$ cat config.mk
export PLATFORM = sky130hd
export DESIGN_NAME = pipe_stage_reg_flat
export DESIGN_NICKNAME = d
export VERILOG_FILES = /design/src/rtl/cpu_pkg.sv /design/src/rtl/pipe_stage_reg_if.sv /design/src/rtl/sat_counter.sv /design/src/rtl/pipe_stage_reg.sv /design/src/flat_wrapper.sv
export SDC_FILE = /design/constraint.sdc
export NUM_CORES = 1
export LEC_CHECK = 0
export CORE_AREA = 5 5 173 175
export CTS_CLUSTER_DIAMETER = 30
export DETAILED_ROUTE_END_ITERATION = 10
export DIE_AREA = 0 0 178 180
export GPL_TIMING_DRIVEN = 0
export HOLD_SLACK_MARGIN = 0.05
export PLACE_DENSITY = 0.72
export SLEW_MARGIN = 20
export SYNTH_ARGS = -nofsm -noshare
export SYNTH_HDL_FRONTEND = slang
export SYNTH_HIERARCHICAL = 1
export SYNTH_SLANG_ARGS = --single-unit
$ cat constraint.sdc
create_clock -name clk -period 2.05 [get_ports clk]
set_input_delay 0.5125 -clock clk [delete_from_list [all_inputs] [get_ports clk]]
set_output_delay 0.5125 -clock clk [all_outputs]
set_load 0.01 [all_outputs]
$ cat src/rtl/cpu_pkg.sv
// Shared CPU definitions: exception codes, reset vector and the
// per-edge update selection used by the pipeline stage registers.
package cpu_pkg;

    localparam int          EXC_W    = 5;
    localparam logic [31:0] RESET_PC = 32'h0000_3000;

    // Exception codes carried down the pipeline; zero means "no exception".
    typedef enum logic [EXC_W-1:0] {
        EXC_NONE = 5'd0,
        EXC_ADEL = 5'd4,
        EXC_ADES = 5'd5,
        EXC_SYS  = 5'd8,
        EXC_RI   = 5'd10,
        EXC_OV   = 5'd12
    } exc_code_e;

    // What a stage register does on a given clock edge.
    typedef enum logic [2:0] {
        UPD_REQ,
        UPD_ERET,
        UPD_FLUSH,
        UPD_STALL,
        UPD_LOAD
    } upd_sel_e;

    // Resolve the control inputs into one action: req > eret > flush > stall > load.
    function automatic upd_sel_e pick_update(input logic req, input logic eret,
                                             input logic flush, input logic stall);
        if (req)        return UPD_REQ;
        else if (eret)  return UPD_ERET;
        else if (flush) return UPD_FLUSH;
        else if (stall) return UPD_STALL;
        else            return UPD_LOAD;
    endfunction

endpackage

$ cat src/rtl/pipe_stage_reg_if.sv
// Bundle of control, upstream and downstream signals of one pipeline stage register.
interface pipe_stage_reg_if #(
    parameter int DATA_W = 128,
    parameter int TNEW_W = 3,
    parameter int EXC_W  = cpu_pkg::EXC_W
) ();

    logic              req;
    logic              eret;
    logic              flush;
    logic              stall;
    logic [31:0]       EBase;
    logic [31:0]       EPC;

    logic [31:0]       in_pc;
    logic [DATA_W-1:0] in_data;
    logic [TNEW_W-1:0] in_tnew;
    logic [EXC_W-1:0]  in_exc;
    logic              in_valid;
    logic              in_bd;

    logic [31:0]       out_pc;
    logic [31:0]       out_pc_add_8;
    logic [DATA_W-1:0] out_data;
    logic [TNEW_W-1:0] out_tnew;
    logic [EXC_W-1:0]  out_exc;
    logic              out_valid;
    logic              out_bd;
    logic [15:0]       stall_cnt;

    // Driving side: the pipeline controller and the upstream stage.
    modport master (
        output req, eret, flush, stall, EBase, EPC,
        output in_pc, in_data, in_tnew, in_exc, in_valid, in_bd,
        input  out_pc, out_pc_add_8, out_data, out_tnew, out_exc, out_valid, out_bd,
        input  stall_cnt
    );

    // The stage register itself.
    modport slave (
        input  req, eret, flush, stall, EBase, EPC,
        input  in_pc, in_data, in_tnew, in_exc, in_valid, in_bd,
        output out_pc, out_pc_add_8, out_data, out_tnew, out_exc, out_valid, out_bd,
        output stall_cnt
    );

endinterface

$ cat src/rtl/sat_counter.sv
// Up-counter with synchronous clear that sticks at its all-ones value.
module sat_counter #(
    parameter int WIDTH = 16
) (
    input  logic             clk,
    input  logic             reset,
    input  logic             clr,
    input  logic             inc,
    output logic [WIDTH-1:0] count
);

    // Count up on inc until saturated; clear has priority.
    always_ff @(posedge clk or negedge reset) begin
        // NOTE: state registers use non-blocking assignments so every flop samples pre-edge values.
        if (!reset) begin
            count <= '0;
        end else if (clr) begin
            count <= '0;
        end else if (inc && (count != {WIDTH{1'b1}})) begin
            count <= count + WIDTH'(1);
        end
    end

endmodule

$ cat src/rtl/pipe_stage_reg.sv
// Pipeline stage register with exception redirect, ERET redirect, bubble
// insertion and stall hold; Tnew ages while the stage is held.
module pipe_stage_reg
    import cpu_pkg::*;
#(
    parameter int          DATA_W   = 128,
    parameter int          TNEW_W   = 3,
    parameter int          EXC_W    = cpu_pkg::EXC_W,
    parameter logic [31:0] RESET_PC = cpu_pkg::RESET_PC
) (
    input  logic           clk,
    input  logic           reset,
    pipe_stage_reg_if.slave bus
);

    upd_sel_e          sel;
    logic [31:0]       pc_q,    pc_d;
    logic [DATA_W-1:0] data_q,  data_d;
    logic [TNEW_W-1:0] tnew_q,  tnew_d;
    logic [EXC_W-1:0]  exc_q,   exc_d;
    logic              valid_q, valid_d;
    logic              bd_q,    bd_d;
    logic [TNEW_W-1:0] tnew_dec;
    logic              stall_sel;

    // Tnew aged by one cycle, floored at zero; shared by hold path and output.
    assign tnew_dec  = (tnew_q == '0) ? '0 : tnew_q - TNEW_W'(1);
    assign sel       = pick_update(bus.req, bus.eret, bus.flush, bus.stall);
    assign stall_sel = (sel == UPD_STALL);

    // Next-state selection for the stage contents.
    always_comb begin
        // NOTE: every output gets a default first, so no path leaves a value unassigned (no latch).
        pc_d    = pc_q;
        data_d  = data_q;
        tnew_d  = tnew_q;
        exc_d   = exc_q;
        valid_d = valid_q;
        bd_d    = bd_q;
        unique case (sel)
            UPD_REQ, UPD_ERET: begin
                pc_d    = (sel == UPD_REQ) ? bus.EBase : bus.EPC;
                data_d  = '0;
                tnew_d  = '0;
                exc_d   = '0;
                valid_d = 1'b0;
                bd_d    = 1'b0;
            end
            UPD_FLUSH: begin
                // Keep the PC so the bubble still reports a meaningful macro-PC.
                pc_d    = bus.in_pc;
                bd_d    = bus.in_bd;
                data_d  = '0;
                tnew_d  = '0;
                exc_d   = '0;
                valid_d = 1'b0;
            end
            UPD_STALL: begin
                tnew_d  = tnew_dec;
            end
            UPD_LOAD: begin
                pc_d    = bus.in_pc;
                data_d  = bus.in_data;
                tnew_d  = bus.in_tnew;
                exc_d   = bus.in_exc;
                valid_d = bus.in_valid;
                bd_d    = bus.in_bd;
            end
            default: ;
        endcase
    end

    // Stage contents register; reset takes effect immediately.
    always_ff @(posedge clk or negedge reset) begin
        if (!reset) begin
            pc_q    <= RESET_PC;
            data_q  <= '0;
            tnew_q  <= '0;
            exc_q   <= '0;
            valid_q <= 1'b0;
            bd_q    <= 1'b0;
        end else begin
            pc_q    <= pc_d;
            data_q  <= data_d;
            tnew_q  <= tnew_d;
            exc_q   <= exc_d;
            valid_q <= valid_d;
            bd_q    <= bd_d;
        end
    end

    // Consecutive-stall counter: any non-stall update ends the hold.
    sat_counter #(.WIDTH(16)) u_stall_cnt (
        .clk   (clk),
        .reset (reset),
        .clr   (!stall_sel),
        .inc   (stall_sel),
        .count (bus.stall_cnt)
    );

    assign bus.out_pc       = pc_q;
    assign bus.out_pc_add_8 = pc_q + 32'd8;
    assign bus.out_data     = data_q;
    assign bus.out_tnew     = tnew_dec;
    assign bus.out_exc      = valid_q ? exc_q : '0;
    assign bus.out_valid    = valid_q;
    assign bus.out_bd       = bd_q;

endmodule

$ cat src/flat_wrapper.sv
// flat-port wrapper written by rule: the top's interface ports become plain ports
module pipe_stage_reg_flat import cpu_pkg::*;
#(
    parameter int          DATA_W   = 128,
    parameter int          TNEW_W   = 3,
    parameter int          EXC_W    = cpu_pkg::EXC_W,
    parameter logic [31:0] RESET_PC = cpu_pkg::RESET_PC
)
  (clk, reset, bus_req, bus_eret, bus_flush, bus_stall, bus_EBase, bus_EPC, bus_in_pc, bus_in_data, bus_in_tnew, bus_in_exc, bus_in_valid, bus_in_bd, bus_out_pc, bus_out_pc_add_8, bus_out_data, bus_out_tnew, bus_out_exc, bus_out_valid, bus_out_bd, bus_stall_cnt);
  pipe_stage_reg_if #(.DATA_W(DATA_W), .TNEW_W(TNEW_W), .EXC_W(EXC_W)) bus_i ();
  input  logic clk;
  input  logic reset;
  input wire logic [$bits(bus_i.req)-1:0] bus_req;
  input wire logic [$bits(bus_i.eret)-1:0] bus_eret;
  input wire logic [$bits(bus_i.flush)-1:0] bus_flush;
  input wire logic [$bits(bus_i.stall)-1:0] bus_stall;
  input wire logic [$bits(bus_i.EBase)-1:0] bus_EBase;
  input wire logic [$bits(bus_i.EPC)-1:0] bus_EPC;
  input wire logic [$bits(bus_i.in_pc)-1:0] bus_in_pc;
  input wire logic [$bits(bus_i.in_data)-1:0] bus_in_data;
  input wire logic [$bits(bus_i.in_tnew)-1:0] bus_in_tnew;
  input wire logic [$bits(bus_i.in_exc)-1:0] bus_in_exc;
  input wire logic [$bits(bus_i.in_valid)-1:0] bus_in_valid;
  input wire logic [$bits(bus_i.in_bd)-1:0] bus_in_bd;
  output wire logic [$bits(bus_i.out_pc)-1:0] bus_out_pc;
  output wire logic [$bits(bus_i.out_pc_add_8)-1:0] bus_out_pc_add_8;
  output wire logic [$bits(bus_i.out_data)-1:0] bus_out_data;
  output wire logic [$bits(bus_i.out_tnew)-1:0] bus_out_tnew;
  output wire logic [$bits(bus_i.out_exc)-1:0] bus_out_exc;
  output wire logic [$bits(bus_i.out_valid)-1:0] bus_out_valid;
  output wire logic [$bits(bus_i.out_bd)-1:0] bus_out_bd;
  output wire logic [$bits(bus_i.stall_cnt)-1:0] bus_stall_cnt;
  assign bus_i.req = bus_req;
  assign bus_i.eret = bus_eret;
  assign bus_i.flush = bus_flush;
  assign bus_i.stall = bus_stall;
  assign bus_i.EBase = bus_EBase;
  assign bus_i.EPC = bus_EPC;
  assign bus_i.in_pc = bus_in_pc;
  assign bus_i.in_data = bus_in_data;
  assign bus_i.in_tnew = bus_in_tnew;
  assign bus_i.in_exc = bus_in_exc;
  assign bus_i.in_valid = bus_in_valid;
  assign bus_i.in_bd = bus_in_bd;
  assign bus_out_pc = bus_i.out_pc;
  assign bus_out_pc_add_8 = bus_i.out_pc_add_8;
  assign bus_out_data = bus_i.out_data;
  assign bus_out_tnew = bus_i.out_tnew;
  assign bus_out_exc = bus_i.out_exc;
  assign bus_out_valid = bus_i.out_valid;
  assign bus_out_bd = bus_i.out_bd;
  assign bus_stall_cnt = bus_i.stall_cnt;
  pipe_stage_reg #(.DATA_W(DATA_W), .TNEW_W(TNEW_W), .EXC_W(EXC_W), .RESET_PC(RESET_PC)) u_core (.clk(clk), .reset(reset), .bus(bus_i));
endmodule
### After elaboration in Yosys (flattened, before gate mapping)

Cells that the tools add are included.

* muxes and demuxes: 15
* add/subtract/negate cells: 3
* reduce and logical (&&, ||, !) cells: 9
* equality and inequality tests: 6

Operator list (count)
* case mux 128 bit (2 select lines): 1
* case mux 32 bit (2 select lines): 1
* adder 32 x 4 -> 32 bit (second input constant): 1
* 2-to-1 mux 16 bit: 2
* 2-to-1 mux 32 bit: 1
* adder 16 x 1 -> 16 bit (second input constant): 1
* inequality test 16 bit (second input constant): 1
* 2-to-1 mux 3 bit: 5
* case mux 5 bit (2 select lines): 1
* case mux 3 bit (3 select lines): 1
* == test 3 x 2 -> 1 bit (second input constant): 2
* zero test 3 bit: 2
* 2-to-1 mux 5 bit: 1
* case mux 1 bit (2 select lines): 2
* nonzero test 2 bit: 2
* OR reduction 2 bit: 2
* == test 3 x 1 -> 1 bit (second input constant): 1
* == test 3 bit (second input constant): 1
* nonzero test 3 bit: 1
* OR reduction 3 bit: 1
* subtractor 3 x 1 -> 3 bit (second input constant): 1
* inequality test 2 x 1 -> 1 bit (second input constant): 1
* logical AND 1 bit: 1

* output and inout bits: 218
* register bits: 186
* logic and storage cells: 40

### Logic depth before layout (Yosys ltp)

Gate-level depths: netlist (run 1).

* depth in word-level cells: 8
* gate-level depth with buffers: 12
* mapped depth without buffers: 6

### Cells and area by module

Netlist (run 1), hierarchy kept.

By module, submodules not included
* pipe_stage_reg: times used 1, cells an instance 586, area an instance 7090.6 um^2
* sat_counter: times used 1, cells an instance 98, area an instance 942.2 um^2

### Worst setup path before layout (run 1)

No wires, ideal clock.

* path kind: in2reg
* from: in bus_req
* to: reg u_core.u_stall_cnt.count[3]
* arrival time: 2.455 ns
* buffers on the path: 5
* stages on the path: 11
* data required time: 1.972 ns
* path slack: -0.483 ns
* path through: buf_2 -> nor2_1 -> nand2b_1 -> buf_2 -> inv_2 -> buf_4 -> buf_2 -> inv_1 -> clkbuf_1 -> or4_2 -> a21oi_1

* longest elaborated chain between the ends: 4

RTL lines
* start, declared: RTL line flat_wrapper.sv:13 `input wire logic [$bits(bus_i.req)-1:0] bus_req;`
* 2-to-1 mux 3 bit (*): RTL line cpu_pkg.sv:30 `if (req) return UPD_REQ;`
* == test 3 x 2 -> 1 bit (*): RTL line pipe_stage_reg.sv:29 `assign stall_sel = (sel == UPD_STALL);`
* net u_core.stall_sel: RTL line pipe_stage_reg.sv:24 `logic stall_sel;`
* logical AND 1 bit: RTL line sat_counter.sv:19 `end else if (inc && (count != {WIDTH{1'b1}})) begin`
* inequality test 2 x 1 -> 1 bit (no source line)
* end signal, assigned: RTL line sat_counter.sv:20 `count <= count + WIDTH'(1);`
* end, declared: RTL line sat_counter.sv:9 `output logic [WIDTH-1:0] count`

The timed path passes the listed nets; every way through them passes the cells marked *.
A chain may end at the register's enable or synchronous reset.

### Worst setup path after layout (run 1)

* from: reg u_core.pc_q[3] (netlist: u_core/bus.out_pc[3])
* to: out bus_out_pc_add_8[28]

* longest elaborated chain between the ends: 1

RTL lines
* start, declared: RTL line pipe_stage_reg.sv:17 `logic [31:0] pc_q, pc_d;`
* start signal, assigned: RTL line pipe_stage_reg.sv:83 `pc_q <= pc_d;`
* adder 32 x 4 -> 32 bit: RTL line pipe_stage_reg.sv:102 `assign bus.out_pc_add_8 = pc_q + 32'd8;`
* end, declared: RTL line flat_wrapper.sv:26 `output wire logic [$bits(bus_i.out_pc_add_8)-1:0] bus_out_pc_add_8;`

No other way between the ends.

==> results_dict.tcl, run 1 <==
set metrics [dict create \
    final_cell_area_sq_um 14300 \
    clk_latency_ns 0.43 \
    ir_drop_mv 0.469 \
    cp_max_fo 3 \
    placed_cells 1526 \
    syn_inst 684 \
    grt_max_degree 86 \
    drive_gt1_frac 0.187 \
    port_buffers 456 \
    drt_iter0_markers 430 \
    htree_levels 4 \
    place_area_sq_um 13300 \
    slowest_stage "dfrtp_1" \
    finalCritPeriodShare 1.31 \
    postRouteAntennaNets 0 \
    status "finished, violations left" \
    violations "setup timing" \
    r2r-end "u_core/u_stall_cnt/count[7]$_DFFE_PN0P_" \
    synth_warnings 6 \
    rrSetupSlack_ns 0.13 \
    finalNetCount 1438 \
    tns_ns -11.91 \
    grt_usage 0.207 \
    n_antenna_cell 0 \
    period_minus_slack_ns 2.68 \
    dp_worst_setup_slack_ns -1.01 \
    total_power_mw 8.92 \
    startpoint_type "flop" \
    clock_skew_ns 0.0118 \
    worstHoldStart "bus_req" \
    yosysUniqueCellTypes 48 \
    synth_most_common_cell "dfrtp_1" \
    slew_viol_final 0 \
    path_cells "buf_6 -> nand4_1 -> buf_6 -> nor4_4 -> buf_4 -> buf_6 -> nand3_4 -> xnor2_2 -> buf_2" \
    drcViolationCount 0 \
    synth_flop_cell "dfrtp_1" \
    wirelength_um 34200 \
    register_area_sq_um 4680 \
    die-area_sq_um 32000 \
    viasPerCell 4.99 \
    max_freq_mhz 374 \
    yosysTopAreaCell "dfrtp_1" \
    syn-cell-area_sq_um 8030 \
    finalHoldViolCount 0 \
    synth.area.top_cells "dfrtp_1 (57%), a22o_1 (15%), a221oi_1 (2.9%)" \
    worst_hold_path_type "input port to flop" \
    cts_buffers 17 \
    finalSetupViolCount 26 \
    max-slew-margin-rel 0.619 \
    drt-pass1-iter-count 5 \
    clock-sinks 186 \
    min_delay_path_depth 4 \
    setup_slack_ns -0.626 \
    drv_cap 0 \
    core_sq_um 28300 \
    rsz0062_at_grt "true" \
    start_util 0.284 \
    cts-root-buf "clkbuf_16" \
    grt_overflow 0 \
    instances_no_fill 1591 \
    die_w_um 178 \
    n_fill_cell 2553 \
    required_ns 1.54 \
    area_growth_pct 78.2 \
    r2r_cells 7 \
    gp_congestion 0.901 \
    synth_area_per_cell_sq_um 11.7 \
    netlist_top_cells_count "dfrtp_1 (184), a22o_1 (138), nand2_1 (46)" \
    ys_seq_area_frac 0.580 \
    via_count 7946 \
    synth_seq_cells 186 \
    clock_path_buffers 2 \
    die_h_um 180 \
    yosys.area.top_type_share 0.573 \
    synth_nets 928 \
    tightest_slew_ns 0.571 \
    crit_path_max_incr_delay_ns 0.39 \
    synth-async-reset-ratio 1.00 \
    core.rowCount 62 \
    criticalPathCategory "flop to output pin" \
    post_drt_wl_per_cell_um 21.5 \
    dp_hpwl_um 25900 \
    cpMostUsedCell "buf_6" \
    r2r-start "u_core/u_stall_cnt/count[0]$_DFFE_PN0P_" \
    antenna_found_initial 1 \
    holdPathEnd "u_core/bus.out_pc[11]$_DFFE_PN0P_" \
    synth_edf_count 0 \
    arrival_ns 2.16 \
    path_clk_slew_ns 0.08 \
    grt_pass1_wl_um 51400 \
    cp-end-kind "output pin" \
    io_pins 458 \
    leakage_nw 6.24 \
    p_per_area_nw_per_um2 623 \
    cts_tree "done" \
    grt_pass1_vias 8407 \
    multi_input_area_sq_um 3380 \
]
==> flip-flops by register name, indices dropped and copies added, names as in the netlist <==
register                  count
u_core/bus.out_pc            32
u_core/bus.out_valid          1
u_core/u_stall_cnt/count     16
u_core/tnew_q                 3
u_core/bus.out_bd             1
u_core/bus.out_data         128
u_core/exc_q                  5
==> layout by cell type (no fill, tap or decap), drive strengths merged, types with 7 or more instances in the layout <==
cell / n
a21oi: 37
nor4: 8
xnor2: 19
nand2: 46
o31ai: 7
nand3: 13
nand2b: 8
xor2: 8
a221oi: 27
and3: 13
clkbuf: 32
or4: 9
inv: 17
nor2: 39
clkdlybuf4s50: 409
nand4: 16
buf: 104
dfrtp: 184
dlygate4sd2: 13
o21ai: 10
a22o: 138
==> metal layers <==
metal / up-vias / global-route usage / routed length (um)
met5: - / 0 / 13
met4: 2 / 0.0721 / 989
met3: 60 / 0.0613 / 3140
met2: 396 / 0.366 / 17300
met1: 3882 / 0.236 / 12800
li1: 3606 / - / -
==> worst max-delay path: cells and delay by family, from the launching register on <==
| kind | cells | cell delay [ns] |
|---|---|---|
| buffers and inverters | 5 | 0.70 |
| XOR/XNOR | 1 | 0.17 |
| flip-flops | 1 | 0.39 |
| AND/OR/NAND/NOR | 3 | 0.46 |
==> power breakdown <==
group	switching (mW)	internal [mW]	total, mW
clock network	1.76	1.69	3.45
registers	0.159	3.79	3.95
logic	0.628	0.890	1.52
==> area by class of cell <==
| cell class | count | share of cell area |
|---|---|---|
| Timing Repair Buffer | 493 | 0.335 |
| Sequential cell | 186 | 0.327 |
| Multi-Input combinational cell | 434 | 0.236 |
| Tap cell | 384 | 0.0336 |
| Clock buffer | 18 | 0.0307 |
| Buffer | 52 | 0.0223 |
| Clock inverter | 14 | 0.0120 |
| Inverter | 10 | 0.00332 |
==> stage by stage <==
step,util,hold slack (ns)
after floorplan,-,0.217
after detailed placement,0.468,0.459
after global routing,0.506,0.460
final,0.506,0.441
after global placement,0.466,0.487
after CTS,0.501,0.429
==> cells by family (layout without fill, tap and decap cells) <==
kind of cell               after synthesis  after routing  synth area share
and+or+nand+nor                        171            171             0.115
adders and majority gates                4              4           0.00623
muxes                                    4              4           0.00561
AOI/OAI and AO/OA                      228            228             0.227
DFF                                    186            186             0.580
xor gates and xnor gates                27             27            0.0294
buffers and inverters                   64            587            0.0375
==> timing repair <==
item	in CTS	in global routing
hold buffers	1	0
cloned	1	0
endpoints found under the setup margin	84	134
setup buffers	21	13
endpoints found under the hold margin	50	0
pin swaps	24	21
resized for setup	195	37
==> worst max-delay path by stage <==
stage	start	endpoint	slack, ns	cells after the start
floorplan	bus_req	u_core/u_stall_cnt/count[11]$_DFFE_PN0P_	-0.09	11
global placement	reset	u_core/bus.out_data[85]$_DFFE_PN0P_	-7.51	1
detailed placement	bus_flush	u_core/u_stall_cnt/count[6]$_DFFE_PN0P_	-1.01	8
finish	u_core/bus.out_pc[3]$_DFFE_PN0P_	bus_out_pc_add_8[28]	-0.63	9
global route	u_core/bus.out_pc[3]$_DFFE_PN0P_	bus_out_pc_add_8[30]	-0.72	8
CTS	u_core/bus.out_pc[4]$_DFFE_PN0P_	bus_out_pc_add_8[19]	-0.63	6
Power figures use the tool's default switching activity.
==> inputs of run 2 (changes only) <==
Settings changed: ABC_CLOCK_PERIOD_IN_PS set to 2050.
==> results of run 2 <==
Final layout, timing and power as in run 1 (identical DEF).
==> inputs of run 3 (changes only) <==
Settings changed: SETUP_SLACK_MARGIN set to 0.4.
==> run 3 against run 2 <==
  * The run still ends with setup timing left
  * Clock power shrank 3%
  * Die area stayed put
  * Combinational power rose by 23%
  * Final area up 8.9%
  * Clock skew up 0.0020 ns
  * Global-route usage is 0.66 points higher
  * Utilization grew 4.5 points
  * Count of clock-buffer cells in the layout did not move
  * Non-clock buffer count rose by 107
==> results_dict.tcl, run 3 (synthesis results as in run 1) <==
set metrics [dict create \
    status "finished, violations left" \
    violations "setup timing" \
    setup_slack_ns -0.660 \
    tightest_slew_ns 0.662 \
    cp-end-kind "output pin" \
    path_cells "nand3_4 -> nor4_4 -> buf_4 -> nand4_1 -> xnor2_2 -> buf_2" \
    rsz0062_at_grt "true" \
    r2r-end "u_core/u_stall_cnt/count[2]$_DFFE_PN0P_" \
    grt_overflow 0 \
    area_growth_pct 94.1 \
    finalSetupViolCount 27 \
    crit_buf_inv 2 \
    drcViolationCount 0 \
    rrSetupSlack_ns 0.22 \
    wirelength_um 36300 \
    period_minus_slack_ns 2.71 \
    die-area_sq_um 32000 \
    finalNetCount 1545 \
    cts_buffers 17 \
    drt-pass1-iter-count 5 \
    worst_hold_path_type "input port to flop" \
    clock_path_buffers 2 \
    core_sq_um 28300 \
    finalCritPeriodShare 1.32 \
    cts-root-buf "clkbuf_16" \
    io_pins 458 \
    layout_common_cells "clkdlybuf4s50_1 (234), dfrtp_1 (155), a22o_1 (138), buf_6 (111), clkdlybuf4s15_1 (106)" \
    gp_congestion 0.869 \
    crit_path_max_incr_delay_ns 0.57 \
    core.rowCount 62 \
    r2r-start "u_core/u_stall_cnt/count[0]$_DFFE_PN0P_" \
    dp_hpwl_um 25600 \
    slew_viol_final 0 \
    die_h_um 180 \
    die_w_um 178 \
    largest_reg_flops 128 \
    antenna_found_initial 1 \
    viasPerCell 4.95 \
    worstHoldStart "bus_req" \
    min_delay_path_depth 4 \
    ir_drop_mv 0.469 \
    r2r_cells 9 \
    drive_gt1_frac 0.352 \
    n_antenna_cell 0 \
    grt_util_met1 0.243 \
    drv_cap 0 \
    arrival_ns 2.20 \
    drt_iter0_markers 422 \
    holdPathEnd "u_core/bus.out_pc[1]$_DFFE_PN0P_" \
    grt_usage 0.214 \
    post_drt_wl_per_cell_um 21.4 \
    leakage_nw 7.19 \
    mostFrequentLayoutCell "clkdlybuf4s50_1" \
    cp_max_fo 4 \
    clk_latency_ns 0.42 \
    max_freq_mhz 369 \
    grt_pass1_vias 8999 \
    grt_max_degree 84 \
    top_usage_layer "met2" \
    cp_top_family "flip-flops" \
    dp_worst_setup_slack_ns -0.844 \
    htree_levels 4 \
    start_util 0.284 \
    p_per_area_nw_per_um2 585 \
    required_ns 1.54 \
    port_buffers 456 \
    finalHoldViolCount 0 \
    tns_ns -11.29 \
    gr-usage-met3 0.0689 \
    criticalPathCategory "flop to output pin" \
    startpoint_type "flop" \
    path_clk_slew_ns 0.09 \
    postRouteAntennaNets 0 \
    slowest_stage "dfstp_2" \
    clock_skew_ns 0.0138 \
    grt_pass1_wl_um 53500 \
    met2_usage 0.372 \
    via_count 8409 \
    cts_tree "done" \
    clock-sinks 186 \
    max-slew-margin-rel 0.559 \
]
-- run 3: cell count changes in the layout (fill, tap and decap cells not counted), moves of 19 or more --
cell             delta
clkdlybuf4s15_1   +106
clkdlybuf4s50_1   -175
clkbuf_2           +19
buf_4              +43
buf_6             +100
-- run 3: per-layer routing --
layer,share of wire,vias to the layer above,wire length [um]
li1,-,3814,-
met1,0.37,4132,13400
met2,0.51,395,18600
met3,0.087,66,3180
met4,0.032,2,1170
met5,0.00019,-,7
-- run 3: power by group --
| group | internal [mW] | switching [mW] | leakage (nW) |
|---|---|---|---|
| Sequential | 3.79 | 0.105 | 2.47 |
| Combinational | 1.08 | 0.787 | 4.44 |
| Clock | 1.64 | 1.72 | 0.273 |
| Total | 6.51 | 2.61 | 7.19 |
-- run 3: worst register-to-register path: stages, from the launching register on --
cell	delay [ns]
dfrtp_1	0.40
buf_6	0.13
buf_6	0.11
ha_4	0.17
nand4_4	0.07
nor4_4	0.05
buf_4	0.17
buf_6	0.11
or4_4	0.41
a21oi_2	0.13
-- run 3: timing repair --
item	CTS	global route
gates cloned	2	0
pin swaps	53	41
gates resized for setup	702	178
hold buffers	1	0
endpoints found under the setup margin	390	280
hold endpoints to repair	21	0
buffers inserted	106	31
-- run 3: how the worst max path moves through the flow --
stage | to | startpoint | slack (ns) | cells after the start
4_1_cts | bus_out_pc_add_8[31] | u_core/bus.out_pc[3]$_DFFE_PN0P_ | -0.65 | 7
5_1_grt | bus_out_pc_add_8[31] | u_core/bus.out_pc[12]$_DFFE_PN1P_ | -0.77 | 6
2_1_floorplan | u_core/u_stall_cnt/count[3]$_DFFE_PN0P_ | bus_req | -0.07 | 11
3_5_place_dp | u_core/u_stall_cnt/count[10]$_DFFE_PN0P_ | bus_flush | -0.84 | 8
6_report | bus_out_pc_add_8[31] | u_core/bus.out_pc[12]$_DFFE_PN1P_ | -0.66 | 6
3_3_place_gp | u_core/bus.out_pc[4]$_DFFE_PN0P_ | reset | -8.08 | 1
-- run 3: layout make-up --
cell class / instances / area, sq um
buffer: 54 / 384
multi-input combinational: 434 / 3690
clock buffer: 18 / 429
timing repair buffer: 598 / 5710
fill: 2384 / 12700
inverter: 10 / 55.1
clock inverter: 14 / 146
sequential: 186 / 4690
tap: 384 / 480
-- run 3: metrics by stage --
stage | hold slack [ns] | instance area (sq um) | power, mW | util | instances
CTS | 0.440 | 15100 | 9.10 | 0.532 | 1667
finish | 0.486 | 15600 | 9.12 | 0.551 | 1698
global placement | 0.488 | 13400 | 5.51 | 0.473 | 1524
global route | 0.477 | 15600 | 9.50 | 0.551 | 1698
detailed placement | 0.373 | 13500 | 5.54 | 0.475 | 1526
floorplan | 0.217 | 8360 | 4.43 | - | 684
